**config.mk**
```make
export PLATFORM = sky130hd
export DESIGN_NAME = seg7_scan_driver
export DESIGN_NICKNAME = d
export VERILOG_FILES = /design/src/rtl/seg7_pkg.sv /design/src/rtl/bcd_to_seg7.sv /design/src/rtl/seg7_scan_driver.sv
export SDC_FILE = /design/constraint.sdc
export NUM_CORES = 1
export LEC_CHECK = 0
export BUFFER_PORTS_ARGS = -buffer_cell sky130_fd_sc_hd__buf_2
export CORE_MARGIN = 3
export CORE_UTILIZATION = 52
export CTS_CLUSTER_DIAMETER = 30
export DETAILED_ROUTE_END_ITERATION = 10
export PLACE_DENSITY = 0.76
export SLEW_MARGIN = 20
export SYNTH_ARGS = -nofsm -noshare
export SYNTH_HDL_FRONTEND = slang
export SYNTH_SLANG_ARGS = --single-unit
export TNS_END_PERCENT = 5
```
**constraint.sdc**
```tcl
create_clock -name clk -period 2.2 [get_ports clk]
set_clock_uncertainty 0.15 [all_clocks]
set_input_delay 0.11 -clock clk [delete_from_list [all_inputs] [get_ports clk]]
set_output_delay 0.11 -clock clk [all_outputs]
set_load 0.005 [all_outputs]
```
**src/rtl/seg7_pkg.sv**
```systemverilog
// Shared constants for the six-digit multiplexed display: active-low segment
// codes (bit order g..a) and the all-digits-off select pattern.
package seg7_pkg;

  localparam logic [6:0] SEG_BLANK = 7'h7F;
  localparam logic [6:0] SEG_DASH  = 7'h3F;

  localparam logic [6:0] SEG_0 = 7'h40;
  localparam logic [6:0] SEG_1 = 7'h79;
  localparam logic [6:0] SEG_2 = 7'h24;
  localparam logic [6:0] SEG_3 = 7'h30;
  localparam logic [6:0] SEG_4 = 7'h19;
  localparam logic [6:0] SEG_5 = 7'h12;
  localparam logic [6:0] SEG_6 = 7'h02;
  localparam logic [6:0] SEG_7 = 7'h78;
  localparam logic [6:0] SEG_8 = 7'h00;
  localparam logic [6:0] SEG_9 = 7'h10;

  localparam logic [5:0] DIG_OFF = 6'h3F;

endpackage

```
**src/rtl/bcd_to_seg7.sv**
```systemverilog
// Combinational BCD nibble to active-low 7-segment decoder; non-decimal
// nibbles show a dash rather than garbage so a bad time word is visible.
module bcd_to_seg7
  import seg7_pkg::*;
(
  input  logic [3:0] nibble_i,
  output logic [6:0] seg_o
);

  always_comb begin
    seg_o = SEG_DASH;
    case (nibble_i)
      4'd0:    seg_o = SEG_0;
      4'd1:    seg_o = SEG_1;
      4'd2:    seg_o = SEG_2;
      4'd3:    seg_o = SEG_3;
      4'd4:    seg_o = SEG_4;
      4'd5:    seg_o = SEG_5;
      4'd6:    seg_o = SEG_6;
      4'd7:    seg_o = SEG_7;
      4'd8:    seg_o = SEG_8;
      4'd9:    seg_o = SEG_9;
      default: seg_o = SEG_DASH;
    endcase
  end

endmodule

```
**src/rtl/seg7_scan_driver.sv**
```systemverilog
// Six-digit common-anode scan driver for the hh:mm:ss clock: per-frame
// snapshot, dead time at each slot start, per-digit blink and colon dots.
module seg7_scan_driver
  import seg7_pkg::*;
#(
  parameter int SCAN_DIV  = 50000,
  parameter int DEAD_CYC  = 500,
  parameter int BLINK_DIV = 83
) (
  input  logic        clk,
  input  logic        rst,
  input  logic        en,
  input  logic [23:0] time_bcd,
  input  logic [5:0]  blink_mask,
  input  logic        colon_on,
  output logic [5:0]  dig_sel,
  output logic [7:0]  seg
);

  localparam int SCAN_W  = $clog2(SCAN_DIV);
  localparam int BLINK_W = (BLINK_DIV > 1) ? $clog2(BLINK_DIV) : 1;

  localparam logic [SCAN_W-1:0]  SCAN_LAST  = SCAN_W'(SCAN_DIV - 1);
  localparam logic [SCAN_W-1:0]  DEAD_LIM   = SCAN_W'(DEAD_CYC);
  localparam logic [BLINK_W-1:0] BLINK_LAST = BLINK_W'(BLINK_DIV - 1);

  logic [SCAN_W-1:0]  scanCnt_q, scanCnt_d;
  logic [2:0]         idx_q, idx_d;
  logic [BLINK_W-1:0] blinkCnt_q, blinkCnt_d;
  logic               blinkPhase_q, blinkPhase_d;
  logic [23:0]        shadow_q, shadow_d;
  logic               active_q, active_d;
  logic [5:0]         digSel_q, digSel_d;
  logic [7:0]         seg_q, seg_d;

  logic        slotEnd;
  logic        firstCycle;
  logic [23:0] frameWord;
  logic [3:0]  nibble;
  logic        blinkSel;
  logic        dpSlot;
  logic [6:0]  digitCode;

  assign slotEnd    = (scanCnt_q == SCAN_LAST);
  assign firstCycle = en & ~active_q;
  // On the enabling edge the shadow is still stale, so read the word being captured.
  assign frameWord  = firstCycle ? time_bcd : shadow_q;

  always_comb begin
    nibble   = 4'h0;
    blinkSel = 1'b0;
    dpSlot   = 1'b0;
    case (idx_q)
      3'd0: begin nibble = frameWord[3:0];   blinkSel = blink_mask[0]; end
      3'd1: begin nibble = frameWord[7:4];   blinkSel = blink_mask[1]; end
      3'd2: begin nibble = frameWord[11:8];  blinkSel = blink_mask[2]; dpSlot = 1'b1; end
      3'd3: begin nibble = frameWord[15:12]; blinkSel = blink_mask[3]; end
      3'd4: begin nibble = frameWord[19:16]; blinkSel = blink_mask[4]; dpSlot = 1'b1; end
      3'd5: begin nibble = frameWord[23:20]; blinkSel = blink_mask[5]; end
      default: ;
    endcase
  end

  bcd_to_seg7 u_dec (
    .nibble_i (nibble),
    .seg_o    (digitCode)
  );

  always_comb begin
    scanCnt_d    = scanCnt_q;
    idx_d        = idx_q;
    blinkCnt_d   = blinkCnt_q;
    blinkPhase_d = blinkPhase_q;
    shadow_d     = shadow_q;
    active_d     = active_q;
    digSel_d     = DIG_OFF;
    seg_d        = {1'b1, SEG_BLANK};

    if (!en) begin
      scanCnt_d    = '0;
      idx_d        = 3'd0;
      blinkCnt_d   = '0;
      blinkPhase_d = 1'b0;
      active_d     = 1'b0;
    end else begin
      active_d  = 1'b1;
      scanCnt_d = slotEnd ? '0 : scanCnt_q + 1'b1;

      if (slotEnd) begin
        idx_d = (idx_q == 3'd5) ? 3'd0 : idx_q + 3'd1;
        if (blinkCnt_q == BLINK_LAST) begin
          blinkCnt_d   = '0;
          blinkPhase_d = ~blinkPhase_q;
        end else begin
          blinkCnt_d = blinkCnt_q + 1'b1;
        end
      end

      if (firstCycle || (slotEnd && idx_q == 3'd5)) begin
        shadow_d = time_bcd;
      end

      if (scanCnt_q >= DEAD_LIM) begin
        digSel_d = ~(6'b000001 << idx_q);
        if (!(blinkSel && blinkPhase_q)) begin
          seg_d = {~(colon_on & dpSlot), digitCode};
        end
      end
    end
  end

  always_ff @(posedge clk or posedge rst) begin
    if (rst) begin
      scanCnt_q    <= '0;
      idx_q        <= 3'd0;
      blinkCnt_q   <= '0;
      blinkPhase_q <= 1'b0;
      shadow_q     <= '0;
      active_q     <= 1'b0;
      digSel_q     <= DIG_OFF;
      seg_q        <= 8'hFF;
    end else begin
      scanCnt_q    <= scanCnt_d;
      idx_q        <= idx_d;
      blinkCnt_q   <= blinkCnt_d;
      blinkPhase_q <= blinkPhase_d;
      shadow_q     <= shadow_d;
      active_q     <= active_d;
      digSel_q     <= digSel_d;
      seg_q        <= seg_d;
    end
  end

  assign dig_sel = digSel_q;
  assign seg     = seg_q;

endmodule

```
==> results of run 1 <==
-- worst max-delay path, stage by stage, from the launching register on --
cell	delay, ns
dfrtp_1	0.41
nor2b_4	0.17
buf_6	0.13
buf_16	0.10
mux2i_1	0.23
o22ai_2	0.10
or3_4	0.40
inv_4	0.10
ha_1	0.19
mux2_2	0.18
a2bb2oi_2	0.05
-- metrics by stage --
step / setup TNS (ns) / cells / power [mW]
3_3_place_gp: 0 / 449 / 1.700
3_5_place_dp: -0.08101 / 449 / 1.720
6_report: -0.3429 / 501 / 2.788
5_1_grt: -0.9467 / 501 / 2.919
2_1_floorplan: 0 / 305 / 1.592
4_1_cts: -0.009239 / 498 / 2.729
-- sequential cells by signal, indices dropped and copies added, names as in the netlist --
name	count
blinkPhase_q	1
shadow_q	24
active_q	1
blinkCnt_q	7
scanCnt_q	16
idx_q	3
dig_sel	6
seg	8
-- kinds of logic after synthesis --
logic type	count (synthesis)
DFF	66
AOI/OAI and AO/OA	51
buffers and inverters	22
adders and majority gates	10
muxes	53
and+or+nand+nor	90
xor gates and xnor gates	13
-- how the worst min path moves through the flow --
stage	end	slack, ns
after floorplan	active_q$_DFF_PP0_	-0.009
after global placement	shadow_q[5]$_DFFE_PP0P_	0.08
after detailed placement	shadow_q[5]$_DFFE_PP0P_	0.09
after CTS	seg[2]$_DFF_PP1_	0.12
after global routing	seg[2]$_DFF_PP1_	0.15
final	seg[2]$_DFF_PP1_	0.13
-- layer usage --
| metal | track usage [%] | routed length, um |
|---|---|---|
| met1 | 27.24 | 3578 |
| met2 | 36.44 | 4048 |
| met3 | 6.623 | 392 |
| met4 | 9.623 | 303 |
| met5 | 0 | 0 |
-- power groups by stage --
| stage | Sequential [mW] | Combinational [mW] | Clock, mW |
|---|---|---|---|
| floorplan | 1.33 | 0.259 | 0 |
| global placement | 1.34 | 0.358 | 0 |
| detailed placement | 1.34 | 0.376 | 0 |
| CTS | 1.32 | 0.446 | 0.961 |
| global route | 1.34 | 0.536 | 1.05 |
| finish | 1.33 | 0.496 | 0.959 |
-- layout by cell type, fill, tap and decap left out, types with 4 or more instances in the layout --
cell type       n
a21oi_1         7
and3_1          6
buf_12          5
buf_2          47
buf_4          28
clkbuf_8       12
dfrtp_1        52
dfstp_2        14
dlygate4sd3_1  27
ha_1            6
inv_1          10
mux2_2         25
mux2i_1        22
nand2_1        15
nand3_1        14
nor2_1         23
nor3_1          7
o21ai_0        12
o22ai_1         8
o22ai_2         4
xnor2_1         6
xor2_1          7
-- synth_stat cells, types with 3 or more instances --
cell type / number
nor3_1: 8
dfstp_2: 14
a21oi_1: 7
or3_1: 3
nor2_1: 23
xnor2_1: 6
nand2_1: 15
buf_6: 4
mux2_2: 24
and3_1: 6
nand3_1: 14
o22ai_1: 10
nor4b_1: 3
a21boi_0: 3
dfrtp_1: 52
ha_1: 10
o21ai_0: 12
xor2_1: 7
mux2i_1: 26
inv_1: 12
a2bb2oi_1: 4
-- timing repair --
item | CTS | global route
hold buffers | 27 | 0
gates resized for setup | 7 | 15
buffers inserted | 5 | 2
endpoints found under the hold margin | 50 | 0
pin swaps | 5 | 3
gates cloned | 1 | 1
endpoints found under the setup margin | 6 | 43
-- cell type report --
type | instances | area [um2] | area share [%]
Tap cell | 77 | 96.34 | 2.082
Timing Repair Buffer | 111 | 890.9 | 19.25
Inverter | 14 | 55.05 | 1.190
Multi-Input combinational cell | 217 | 1733 | 37.45
Clock buffer | 14 | 172.7 | 3.732
Clock inverter | 2 | 10.01 | 0.2163
Sequential cell | 66 | 1669 | 36.07
==> summary.txt, run 1 <==
Pwr
  • LEAKAGE: 1.994 nW
  • Clock share of power: 34.4%
  • Pwr/cell area: 602.4 nW/um2
  • Sequential share of power: 47.8%
  • Worst VDD drop: 0.0004743 V
  • P_int: 2.063 mW
  • Comb pwr share: 17.8%
  • Switching power total: 0.7244 mW
  • Switch share: 25.99%

Synthesis
  • Mean Syn Cell Area: 11.29 um2
  • Cell area after synthesis: 3445 um2
  • Asr flop ratio synth: 100.0%
  • Ys flop type: dfrtp_1
  • Post-synth EDFFs: 0
  • Synth area leaders: dfrtp_1 (38%), dfstp_2 (11%), mux2_2 (7.8%)
  • Synth Area in Compound Gates: 10.06%
  • Main combinational cell family by area after synthesis: multiplexers
  • XOR/XNOR Fraction of Synth Area: 3.305%
  • Mux contribution to synthesized area: 16.71%
  • Syn_nets: 349
  • Synth Area in Adders: 3.632%
  • Top cell type's share of synthesized area: 37.78%
  • Synth cell types: 53
  • Seq cells post-synth: 66
  • Synth area leader: dfrtp_1
  • Post-synthesis sequential area ratio: 48.46%
  • Synth warn: 0
  • Syn Inst Count: 305
  • Post-Synth Simple-Gate Area: 14.06%

Finish
  • Final Instance Area: 4627 um2
  • Antenna diode count: 0
  • Area grow syn2layout: 34.33%
  • Share of layout cells above drive strength 1: 38.92%
  • Final #Nets: 463
  • Fill cells: 442
  • Fin util: 72.45%

STA
  • Min Tclk post-route: 2.269 ns
  • Worst hold margin: 0.1255 ns
  • Fmax: 0.4408 GHz
  • Final setup margin: -0.06860 ns
  • Setup repair after global routing missed its margin: true
  • Final Hold Fails: 0
  • Setup Viol. Count Final: 7
  • Final Max Tran Viols: 0
  • Period Utilization, post-route: 103.1%
  • Worst Max-Slew Pin Slew: 0.6627 ns
  • Worst slew margin: 55.75%

Global routing
  • Vias in the first global route: 2,789
  • GRT overflow: 0
  • Antenna violations before repair: 0
  • Gr usage total: 22.28%
  • First-pass GRT wire length: 13.01 mm
  • Largest net degree at the start of global routing: 38

Detailed routing
  • Drt first pass iters: 4
  • Via density: 5.569
  • Routed via count: 2,790
  • Total Routed Length: 8.322 mm
  • Post-DR wirelength/cell: 16.61 um
  • Iteration-0 DRC Markers: 123
  • DRC: 0
  • ANT nets after route: 0

Worst setup path
  • FF-to-FF Start: active_q$_DFF_PP0_
  • Reg-to-reg endpoint: seg[5]$_DFF_PP1_
  • Setup CP Type: reg -> reg
  • Reg2Reg Depth: 10
  • Crit end category: flip-flop
  • Max FO, Critical Path: 4
  • Critical Path AT: 2.41 ns
  • CP Data Required Time: 2.34 ns
  • Startpoint types: flip-flop
  • Worst setup path end: seg[5]$_DFF_PP1_
  • R2R Setup Slk: -0.07 ns
  • Critical path origin: active_q$_DFF_PP0_

CTS
  • H-tree Lvls: 3
  • Clock sink count: 66
  • TritonCTS clock tree: done
  • Root Buffer: clkbuf_8
  • CTS max path bufs: 2
  • CTS Buf Count: 9
  • Worst-path clk slew: 0.08 ns
  • Worst skew pair latency: 0.35 ns

Placement
  • Routability cong.: 0.8506
  • Post-DP HPWL: 5.083 mm
  • DP Worst Slack: -0.02276 ns
  • # port buffers: 47
  • Area after DPL: 3976 um2

Die
  • Core Box Area: 6386 um2
  • Die extent in y: 87.39 um
  • Die W: 87.39 um
  • Initial Util: 53.94%
  • FP Rows: 29
  • Die area: 7637 um2
  • IO Pins: 48

Flow run
  • Max cap viols: 0

Worst hold path
  • Worst hold path stage count: 4
  • Min-delay worst type: in -> reg
  • Hold Startpoint: blink_mask[2]

Outcome
  • Status: finished with violations
  • Failing checks: setup timing
Power figures use the tool's default switching activity.
==> inputs of run 2 (changes only) <==
==> constraint.sdc (replaced) <==
create_clock -name clk -period 2.2 [get_ports clk]
set_clock_uncertainty 0.15 [all_clocks]
set_input_delay 0.22 -clock clk [delete_from_list [all_inputs] [get_ports clk]]
set_output_delay 0.22 -clock clk [all_outputs]
set_load 0.005 [all_outputs]
==> summary.txt, run 2 (synthesis results as in run 1) <==
Outcome
  • Status: finished with violations (unchanged)
  • Failing checks: setup timing (unchanged)

Placement
  • # port buffers: 47 (unchanged)
  • Routability cong.: 0.8426 (was 0.8506)
  • Area after DPL: 3976 um2 (unchanged)
  • DP Worst Slack: -0.06454 ns (was -0.02276 ns)
  • Post-DP HPWL: 5.231 mm (was 5.083 mm)

CTS
  • CTS max path bufs: 2 (unchanged)
  • Worst skew pair latency: 0.36 ns (was 0.35 ns)
  • Worst-path clk slew: 0.08 ns (about the same)
  • TritonCTS clock tree: done (unchanged)
  • H-tree Lvls: 3 (unchanged)
  • CTS Buf Count: 9 (unchanged)
  • Root Buffer: clkbuf_8 (unchanged)
  • Clock sink count: 66 (unchanged)

Die
  • IO Pins: 48 (unchanged)
  • Die area: 7637 um2 (unchanged)
  • Die W: 87.39 um (unchanged)
  • Core Box Area: 6386 um2 (unchanged)
  • Initial Util: 53.94% (unchanged)
  • Die extent in y: 87.39 um (unchanged)
  • FP Rows: 29 (unchanged)

Pwr
  • Switching power total: 0.7339 mW (was 0.7244 mW)
  • Sequential share of power: 45.4% (was 47.8%)
  • LEAKAGE: 2.027 nW (was 1.994 nW)
  • Pwr/cell area: 623.8 nW/um2 (was 602.4 nW/um2)
  • Clock share of power: 36.8% (was 34.4%)
  • Switch share: 25.05% (was 25.99%)
  • Comb pwr share: 17.8% (about the same)
  • Worst VDD drop: 0.0004209 V (was 0.0004743 V)
  • P_int: 2.196 mW (was 2.063 mW)

Worst setup path
  • Max FO, Critical Path: 6 (was 4)
  • WP buf/inv: 5 (was 3)
  • Crit end category: flip-flop (unchanged)
  • Setup CP Type: reg -> reg (unchanged)
  • CP Data Required Time: 2.34 ns (about the same)
  • CP cell instances: nor2b_4 > buf_12 > buf_12 > buf_8 > mux2i_2 > o22ai_2 > nor3_4 > buf_4 > buf_4 > ha_1 > a2bb2oi_1 (was nor2b_4 > buf_6 > buf_16 > mux2i_1 > o22ai_2 > or3_4 > inv_4 > ha_1 > mux2_2 > a2bb2oi_2)
  • CP peak stage delay: 0.41 ns (about the same)
  • R2R Setup Slk: -0.09 ns (was -0.07 ns)
  • Critical Path AT: 2.42 ns (was 2.41 ns)
  • Slowest cell on crit path: dfrtp_1 (unchanged)
  • FF-to-FF Start: active_q$_DFF_PP0_ (unchanged)
  • Family with the most delay on the worst path: buffers and inverters (was simple AND/OR/NAND/NOR gates)
  • Reg-to-reg endpoint: seg[0]$_DFF_PP1_ (was seg[5]$_DFF_PP1_)
  • Startpoint types: flip-flop (unchanged)
  • Reg2Reg Depth: 11 (was 10)

Global routing
  • Gr usage total: 23.83% (was 22.28%)
  • First-pass GRT wire length: 13.98 mm (was 13.01 mm)
  • Vias in the first global route: 2,901 (was 2,789)
  • GRT overflow: 0 (unchanged)
  • Antenna violations before repair: 0 (unchanged)
  • Largest net degree at the start of global routing: 41 (was 38)

STA
  • Min Tclk post-route: 2.286 ns (was 2.269 ns)
  • Setup repair after global routing missed its margin: true (unchanged)
  • Worst hold margin: 0.002222 ns (was 0.1255 ns)
  • Worst slew margin: 59.84% (was 55.75%)
  • Worst Max-Slew Pin Slew: 0.6015 ns (was 0.6627 ns)
  • Setup Viol. Count Final: 7 (unchanged)
  • Final setup margin: -0.08564 ns (was -0.06860 ns)
  • Final Hold Fails: 0 (unchanged)
  • Final Max Tran Viols: 0 (unchanged)
  • Fmax: 0.4375 GHz (was 0.4408 GHz)
  • Period Utilization, post-route: 103.9% (was 103.1%)

Finish
  • Final Instance Area: 4697 um2 (was 4627 um2)
  • Largest register by flop count: shadow_q (unchanged)
  • Final #Nets: 465 (was 463)
  • Number of flip-flops in the largest register: 24 (unchanged)
  • Most frequent cells in the layout: dfrtp_1 (52), buf_2 (47), buf_4 (31) (was dfrtp_1 (52), buf_2 (47), buf_4 (28))
  • Commonest non-fill, non-tap cell in the layout: dfrtp_1 (unchanged)
  • Antenna diode count: 0 (unchanged)
  • Share of layout cells above drive strength 1: 41.55% (was 38.92%)
  • Area grow syn2layout: 36.36% (was 34.33%)

Detailed routing
  • DRC: 0 (unchanged)
  • Routed via count: 2,874 (was 2,790)
  • Iteration-0 DRC Markers: 125 (was 123)
  • Via density: 5.714 (was 5.569)
  • Post-DR wirelength/cell: 16.57 um (was 16.61 um)
  • Drt first pass iters: 5 (was 4)
  • ANT nets after route: 0 (unchanged)
  • Total Routed Length: 8.336 mm (was 8.322 mm)

Worst hold path
  • Hold EP: shadow_q[4]$_DFFE_PP0P_ (was seg[2]$_DFF_PP1_)
  • Worst hold path stage count: 2 (was 4)
  • Hold Startpoint: time_bcd[4] (was blink_mask[2])
  • Min-delay worst type: in -> reg (unchanged)

Flow run
  • Max cap viols: 0 (unchanged)
run 2: layout make-up:
class	instances	area, um2
sequential	66	1669
multi-input combinational	217	1774
tap	77	96.34
fill	387	1689
clock buffer	14	172.7
inverter	14	55.05
clock inverter	2	35.03
timing repair buffer	113	894.6
run 2: timing repair:
action,in CTS,in global routing
resized for setup,31,7
hold buffers,25,0
endpoints found under the setup margin,7,31
endpoints found under the hold margin,48,0
setup buffers,13,0
pin swaps,14,1
cloned,1,0
run 2: how the worst max path moves through the flow:
stage,slack [ns],cells past startpoint,end,from
after floorplan,0.06,9,seg[1]$_DFF_PP1_,active_q$_DFF_PP0_
after global placement,0.05,8,seg[1]$_DFF_PP1_,active_q$_DFF_PP0_
after detailed placement,-0.06,10,seg[3]$_DFF_PP1_,active_q$_DFF_PP0_
after CTS,-0.02,9,seg[1]$_DFF_PP1_,active_q$_DFF_PP0_
after global routing,-0.18,11,seg[0]$_DFF_PP1_,active_q$_DFF_PP0_
final,-0.09,11,seg[0]$_DFF_PP1_,active_q$_DFF_PP0_
run 2: per-stage QoR:
step / setup TNS (ns) / instances / power [mW] / utilization (%)
finish: -0.4540 / 503 / 2.930 / 73.55
global route: -1.114 / 503 / 3.036 / 73.55
CTS: -0.07887 / 503 / 2.915 / 73.20
detailed placement: -0.1478 / 449 / 1.717 / 62.26
global placement: 0 / 449 / 1.700 / 62.26
floorplan: 0 / 305 / 1.592 / -
run 2: routing by layer:
| metal | GRT usage, % | wire (um) | vias up |
|---|---|---|---|
| li1 | - | - | 1338 |
| met1 | 31.03 | 3617 | 1428 |
| met2 | 38.08 | 4084 | 87 |
| met3 | 4.541 | 388 | 21 |
| met5 | 0 | 0 | - |
| met4 | 11.58 | 246 | 0 |
run 2: worst register-to-register path, cell delays in order, from the launching register on:
cell and delay, ns:
dfrtp_1 0.41, nor2b_4 0.17, buf_12 0.14, buf_12 0.13, buf_8 0.12, mux2i_2 0.24
o22ai_2 0.13, nor3_4 0.18, buf_4 0.16, buf_4 0.10, ha_1 0.13, a2bb2oi_1 0.16
run 2: power by group through the flow:
stage | logic [mW] | clock network (mW) | registers [mW]
after floorplan | 0.259 | 0 | 1.33
after global placement | 0.359 | 0 | 1.34
after detailed placement | 0.373 | 0 | 1.34
after CTS | 0.502 | 1.09 | 1.32
after global routing | 0.563 | 1.14 | 1.34
final | 0.522 | 1.08 | 1.33
